--- config.mk ---
export PLATFORM = sky130hd
export DESIGN_NAME = alu_md_ctrl
export DESIGN_NICKNAME = d
export VERILOG_FILES = /design/src/rtl/alu_md_ctrl.sv
export SDC_FILE = /design/constraint.sdc
export NUM_CORES = 1
export LEC_CHECK = 0
export ABC_AREA = 1
export CAP_MARGIN = 20
export CELL_PAD_IN_SITES_DETAIL_PLACEMENT = 1
export CELL_PAD_IN_SITES_GLOBAL_PLACEMENT = 2
export CORE_AREA = 2 2 263 265
export CTS_CLUSTER_DIAMETER = 150
export CTS_CLUSTER_SIZE = 20
export DETAILED_ROUTE_END_ITERATION = 10
export DIE_AREA = 0 0 265 267
export PLACE_DENSITY = 0.82
export SLEW_MARGIN = 10
export SYNTH_ARGS = -nofsm -noshare
export SYNTH_HDL_FRONTEND = slang
export SYNTH_SLANG_ARGS = --single-unit
export TNS_END_PERCENT = 10
--- constraint.sdc ---
create_clock -name clk -period 3.4 [get_ports clk]
set_input_delay 1.02 -clock clk [delete_from_list [all_inputs] [get_ports clk]]
set_output_delay 1.02 -clock clk [all_outputs]
set_load 0.01 [all_outputs]
--- src/rtl/alu_md_ctrl.sv ---
`default_nettype none
// ============================================================================
// Module   : alu_md_ctrl
// Purpose  : Issue controller / round-robin arbiter for the shared iterative
//            multiply/divide engine. Converts signed operands to magnitudes,
//            handles divide special cases without the engine, applies sign
//            fix-up and returns a tagged 2*OPR_LEN-bit result.
// Revision : 1.0 - initial release
// ============================================================================
module alu_md_ctrl #(
  parameter int OPR_LEN = 32
) (
  input  logic                   clk,
  input  logic                   rst,
  input  logic                   req0_valid,
  output logic                   req0_ready,
  input  logic [3:0]             req0_op,
  input  logic [OPR_LEN-1:0]     req0_a,
  input  logic [OPR_LEN-1:0]     req0_b,
  input  logic                   req1_valid,
  output logic                   req1_ready,
  input  logic [3:0]             req1_op,
  input  logic [OPR_LEN-1:0]     req1_a,
  input  logic [OPR_LEN-1:0]     req1_b,
  output logic                   resp_valid,
  input  logic                   resp_ready,
  output logic                   resp_id,
  output logic [2*OPR_LEN-1:0]   resp_data,
  output logic                   resp_err,
  output logic                   eng_start,
  output logic                   eng_div,
  output logic [OPR_LEN-1:0]     eng_a,
  output logic [OPR_LEN-1:0]     eng_b,
  input  logic                   eng_done,
  input  logic [2*OPR_LEN-1:0]   eng_prod,
  input  logic [OPR_LEN-1:0]     eng_quot,
  input  logic [OPR_LEN-1:0]     eng_rem
);

  localparam logic [3:0] OP_MUL   = 4'b1000;
  localparam logic [3:0] OP_MULU  = 4'b1001;
  localparam logic [3:0] OP_MULSU = 4'b1010;
  localparam logic [3:0] OP_DIV   = 4'b1011;
  localparam logic [3:0] OP_DIVU  = 4'b1100;
  localparam logic [3:0] OP_REM   = 4'b1101;
  localparam logic [3:0] OP_REMU  = 4'b1110;
  localparam int         MSB      = OPR_LEN - 1;
  localparam logic [OPR_LEN-1:0] MIN_NEG  = {1'b1, {(OPR_LEN-1){1'b0}}};
  localparam logic [OPR_LEN-1:0] ALL_ONES = '1;
  localparam logic [OPR_LEN-1:0] ZERO_W   = '0;

  typedef enum logic [2:0] {
    S_IDLE  = 3'd0,
    S_ISSUE = 3'd1,
    S_WAIT  = 3'd2,
    S_FIX   = 3'd3,
    S_RESP  = 3'd4
  } state_t;

  state_t                 state;
  logic                   last_grant;
  logic                   grant;
  logic                   accept;

  logic [3:0]             sel_op;
  logic [OPR_LEN-1:0]     sel_a;
  logic [OPR_LEN-1:0]     sel_b;
  logic                   sel_illegal;
  logic                   sel_is_div;
  logic                   sel_special;
  logic                   sel_neg;
  logic [OPR_LEN-1:0]     mag_a;
  logic [OPR_LEN-1:0]     mag_b;

  logic [3:0]             op_q;
  logic [OPR_LEN-1:0]     a_q;
  logic [OPR_LEN-1:0]     b_q;
  logic                   id_q;
  logic                   neg_q;
  logic                   special_q;
  logic [2*OPR_LEN-1:0]   prod_q;
  logic [OPR_LEN-1:0]     quot_q;
  logic [OPR_LEN-1:0]     rem_q;

  logic [2*OPR_LEN-1:0]   special_data;
  logic                   special_err;
  logic [2*OPR_LEN-1:0]   fix_data;

  // Round-robin grant: the sole valid requester, or on a tie the one not granted last
  always_comb begin
    grant = 1'b0;
    if (req0_valid && req1_valid) grant = ~last_grant;
    else if (req1_valid)          grant = 1'b1;
  end

  assign req0_ready = rst && (state == S_IDLE) && req0_valid && !grant;
  assign req1_ready = rst && (state == S_IDLE) && req1_valid &&  grant;
  assign accept     = req0_ready || req1_ready;

  assign sel_op = grant ? req1_op : req0_op;
  assign sel_a  = grant ? req1_a  : req0_a;
  assign sel_b  = grant ? req1_b  : req0_b;

  assign sel_illegal = (sel_op[3] == 1'b0) || (sel_op == 4'b1111);
  assign sel_is_div  = sel_op inside {OP_DIV, OP_DIVU, OP_REM, OP_REMU};
  // Divide-by-zero and signed overflow never reach the engine
  assign sel_special = sel_illegal
                     || (sel_is_div && (sel_b == ZERO_W))
                     || ((sel_op == OP_DIV || sel_op == OP_REM)
                         && (sel_a == MIN_NEG) && (sel_b == ALL_ONES));

  // Operand magnitudes and result-sign flag for the granted request
  always_comb begin
    mag_a   = sel_a;
    mag_b   = sel_b;
    sel_neg = 1'b0;
    case (sel_op)
      OP_MUL, OP_DIV: begin
        if (sel_a[MSB]) mag_a = -sel_a;
        if (sel_b[MSB]) mag_b = -sel_b;
        sel_neg = sel_a[MSB] ^ sel_b[MSB];
      end
      OP_MULSU: begin
        if (sel_a[MSB]) mag_a = -sel_a;
        sel_neg = sel_a[MSB];
      end
      OP_REM: begin
        // Remainder takes the dividend's sign; divisor magnitude still used
        if (sel_a[MSB]) mag_a = -sel_a;
        if (sel_b[MSB]) mag_b = -sel_b;
        sel_neg = sel_a[MSB];
      end
      default: ;
    endcase
  end

  // Bypass result for illegal ops, divide by zero and signed overflow
  always_comb begin
    special_data = '0;
    special_err  = 1'b0;
    if ((op_q[3] == 1'b0) || (op_q == 4'b1111)) begin
      special_err = 1'b1;
    end else if (b_q == ZERO_W) begin
      if (op_q == OP_DIV || op_q == OP_DIVU) special_data = {ZERO_W, ALL_ONES};
      else                                   special_data = {ZERO_W, a_q};
    end else if (op_q == OP_DIV) begin
      special_data = {ZERO_W, MIN_NEG};
    end
  end

  // Sign fix-up of the captured engine result
  always_comb begin
    case (op_q)
      OP_MUL, OP_MULU, OP_MULSU: fix_data = neg_q ? -prod_q : prod_q;
      OP_DIV, OP_DIVU:           fix_data = {ZERO_W, (neg_q ? -quot_q : quot_q)};
      default:                   fix_data = {ZERO_W, (neg_q ? -rem_q : rem_q)};
    endcase
  end

  // Control FSM with registered engine and response outputs
  always_ff @(posedge clk) begin
    if (!rst) begin
      state      <= S_IDLE;
      last_grant <= 1'b1;
      resp_valid <= 1'b0;
      resp_id    <= 1'b0;
      resp_data  <= '0;
      resp_err   <= 1'b0;
      eng_start  <= 1'b0;
      eng_div    <= 1'b0;
      eng_a      <= '0;
      eng_b      <= '0;
      op_q       <= '0;
      a_q        <= '0;
      b_q        <= '0;
      id_q       <= 1'b0;
      neg_q      <= 1'b0;
      special_q  <= 1'b0;
      prod_q     <= '0;
      quot_q     <= '0;
      rem_q      <= '0;
    end else begin
      case (state)
        S_IDLE: begin
          if (accept) begin
            op_q       <= sel_op;
            a_q        <= sel_a;
            b_q        <= sel_b;
            id_q       <= grant;
            neg_q      <= sel_neg;
            special_q  <= sel_special;
            last_grant <= grant;
            // Start pulse is raised here so it is visible in the ISSUE cycle
            eng_start  <= !sel_special;
            eng_div    <= sel_is_div;
            eng_a      <= mag_a;
            eng_b      <= mag_b;
            state      <= S_ISSUE;
          end
        end
        S_ISSUE: begin
          eng_start <= 1'b0;
          if (special_q) begin
            resp_data  <= special_data;
            resp_err   <= special_err;
            resp_id    <= id_q;
            resp_valid <= 1'b1;
            state      <= S_RESP;
          end else begin
            state <= S_WAIT;
          end
        end
        S_WAIT: begin
          if (eng_done) begin
            prod_q <= eng_prod;
            quot_q <= eng_quot;
            rem_q  <= eng_rem;
            state  <= S_FIX;
          end
        end
        S_FIX: begin
          resp_data  <= fix_data;
          resp_err   <= 1'b0;
          resp_id    <= id_q;
          resp_valid <= 1'b1;
          state      <= S_RESP;
        end
        S_RESP: begin
          if (resp_ready) begin
            resp_valid <= 1'b0;
            state      <= S_IDLE;
          end
        end
        default: state <= S_IDLE;
      endcase
    end
  end

endmodule
`default_nettype wire

==> results of run 1 <==
[metrics by stage]
step | setup TNS [ns] | power [mW] | util, % | instances | setup WS [ns]
CTS | 0 | 18.0 | 38.3 | 4517 | 0.222
global route | 0 | 19.3 | 38.3 | 4517 | 0.121
floorplan | 0 | 11.1 | - | 3186 | 0.648
detailed placement | -1.98 | 15.3 | 37.6 | 4493 | -0.179
global placement | -0.234 | 15.1 | 37.6 | 4493 | -0.0899
finish | 0 | 17.9 | 38.3 | 4517 | 0.230
[registers in the layout (all words and copies together), names as in the netlist]
signal / count
prod_q: 64
resp_data: 64
eng_a: 32
eng_b: 32
quot_q: 32
rem_q: 32
a_q: 31
b_q: 31
op_q: 4
state: 3
eng_div: 1
eng_start: 1
id_q: 1
last_grant: 1
neg_q: 1
resp_err: 1
resp_id: 1
resp_valid: 1
special_q: 1
[worst min-delay path by stage]
stage | end | slack, ns | depth (start not counted)
3_3_place_gp | b_q[20] | 0.45 | 2
5_1_grt | resp_data[41] | 0.49 | 2
4_1_cts | resp_data[33] | 0.47 | 2
3_5_place_dp | resp_data[44] | 0.46 | 2
2_1_floorplan | b_q[19] | 0.44 | 2
6_report | resp_data[33] | 0.47 | 2
[logic make-up after synthesis]
kind of cell               synth area share [%]
and+or+nand+nor                            33.5
AOI/OAI and AO/OA                          20.6
xor gates and xnor gates                   1.48
DFF                                        34.2
muxes                                     0.115
adders and majority gates                 0.320
buffers and inverters                      9.85
[cell type report]
type | instances | area, um2 | area share, %
repair buffers | 592 | 5550 | 21.3
clock inverters | 2 | 10.0 | 0.0384
multi-input cells | 2374 | 11000 | 42.2
flip-flops and latches | 334 | 6690 | 25.7
inverters | 311 | 1170 | 4.50
well taps | 882 | 1100 | 4.23
clock buffers | 22 | 529 | 2.03
[power by group]
group          internal [mW]  switching [mW]
combinational           3.41            6.44
clock                   1.11            1.45
sequential              4.75           0.695
[Yosys cell counts, drive strengths merged]
| library cell | instances |
|---|---|
| a211oi | 12 |
| a21boi | 2 |
| a21oi | 298 |
| a221oi | 1 |
| a31oi | 8 |
| and2 | 2 |
| buf | 39 |
| clkbuf | 128 |
| clkinv | 2 |
| dfxtp | 334 |
| ha | 5 |
| inv | 309 |
| mux2 | 2 |
| nand2 | 748 |
| nand3 | 309 |
| nand3b | 9 |
| nand4 | 42 |
| nor2 | 413 |
| nor3 | 25 |
| nor4 | 10 |
| o211ai | 13 |
| o21a | 1 |
| o21ai | 428 |
| o21bai | 1 |
| o221ai | 2 |
| o22ai | 1 |
| o31ai | 2 |
| or2 | 7 |
| xnor2 | 4 |
| xor2 | 29 |
[critical path: stages]
cell	delay (ns)
clkdlybuf4s50_1	0.50
nand2_2	0.10
nand2_4	0.11
inv_4	0.04
nand2_1	0.08
inv_1	0.04
dlygate4sd2_1	0.27
[layer usage]
layer | part of all wire (%) | up-vias | global-route usage [%]
met5 | 0 | - | 0
met4 | 1.9 | 0 | 4.95
met3 | 4.6 | 72 | 2.78
met2 | 47 | 546 | 43.8
met1 | 46 | 11200 | 34.6
li1 | - | 11300 | -
==> reports/results.ini, run 1 <==
[status]
status = finished, final reports clean

[die]
die_area_um2 = 70800
die_y_um = 267
ios = 405
num_rows = 96
initial_utilization_pct = 28.8
coreArea_um2 = 68000
fp.dieW_um = 265

[pwr]
cellLeakagePower_nw = 11.5
power_density_nw_per_um2 = 685
irDropWorstVdd_mv = 0.363

[synthesis]
synth_area_um2 = 19600
synth_top_area_share_pct = 34.2
synth-seq-cells = 334
yosysSeqAreaShare_pct = 34.2
yosysUniqueCellTypes = 45
synth.largest_area_cell = dfxtp_1
yosys_warnings = 0
synth_cells = 3186
avgSynthCellArea_um2 = 6.15
synth_nets = 3461
synth_top_cells_by_area = dfxtp_1, nand2_1, o21ai_0

[clock_network]
cts.path.max_buffers = 3
cts_resized = 2
hold_buffers = 0
post-cts-setup-buffers = 0
cts_tree = yes
cts_sinks = 334
clk_pin_slew_ns = 0.09
cts_root_buffer = clkbuf_16
numCtsBuffers = 20
htreeDepth = 1
clock_latency_ns = 0.56

[route]
drc = 0
ant_nets = 0
drt_iter0_markers = 1469
vias = 23100
wire_per_inst_um = 20.6
dr.pass1.iters = 7
vias_per_cell = 5.11
wl_mm = 92.9

[cells_and_area]
antennaDiodeCount = 0
fin_area_um2 = 26100
most-common-layout-cells = nand2_1, nor2_1, clkdlybuf4s50_1
area_delta_synth_final_pct = 33.1
final_layout_size_suffix_gt1_share_pct = 7.62
layout_commonest_cell = nand2_1
fillers = 8759
nNetsFinal = 3908

[critical_path]
crit_start = req0_valid
cp_max_fo = 4
reg2reg_depth = 11
r2r-end = resp_data[22]
worstPathArrival_ns = 2.15
r2r_slack_ns = 0.66
cp_data_required_time_ns = 2.38
worstSetupEndpoint = req1_ready
endpoint_kind = output pin
crit_path_start_kind = input pin
rr_startpoint = rem_q[1]
critical_path_class = input pin to output pin

[sta]
hold_slack_ns = 0.470
rsz0062_at_grt = no
relSlewSlack_pct = 32.8
final_hold_viol_count = 0
worst_pin_slew_ns = 1.01
finalCriticalPeriod_ns = 3.17
fmaxAchievable_mhz = 315
min_period_over_period_pct = 93.2
finalSetupViolations = 0
slew_violations = 0
finClkSkew_ns = 0.0268

[place]
routabilityCongestion = 0.955
numPortBuffers = 404
dpl.hpwl_mm = 74.0
post_dp_cell_area_um2 = 25500

[flow_run]
max_cap_viol_count = 0

[hold_path]
min_from = resp_data[33]
min_path_type = flip-flop to flip-flop

[grt]
grt_pass1_vias = 23600
gr-total-overflow = 0
antenna_found_initial = 0
grt_pass1_wl_mm = 142
grt_max_degree = 204
track_usage_pct = 25.5

No activity file was read; power rests on OpenSTA's default activity.
==> inputs of run 2 (changes only) <==
--- a/config.mk
+++ b/config.mk
@@ -15,7 +15,6 @@
 export DETAILED_ROUTE_END_ITERATION = 10
 export DIE_AREA = 0 0 265 267
 export PLACE_DENSITY = 0.82
-export SLEW_MARGIN = 10
 export SYNTH_ARGS = -nofsm -noshare
 export SYNTH_HDL_FRONTEND = slang
 export SYNTH_SLANG_ARGS = --single-unit
==> results of run 2 <==
No change in the layout: final DEF, timing and power equal those of run 1.
==> inputs of run 3 (changes only) <==
--- a/config.mk
+++ b/config.mk
@@ -6,6 +6,7 @@
 export NUM_CORES = 1
 export LEC_CHECK = 0
 export ABC_AREA = 1
+export ABC_CLOCK_PERIOD_IN_PS = 3400
 export CAP_MARGIN = 20
 export CELL_PAD_IN_SITES_DETAIL_PLACEMENT = 1
 export CELL_PAD_IN_SITES_GLOBAL_PLACEMENT = 2
==> results of run 3 <==
No change in the layout: final DEF, timing and power equal those of run 1.
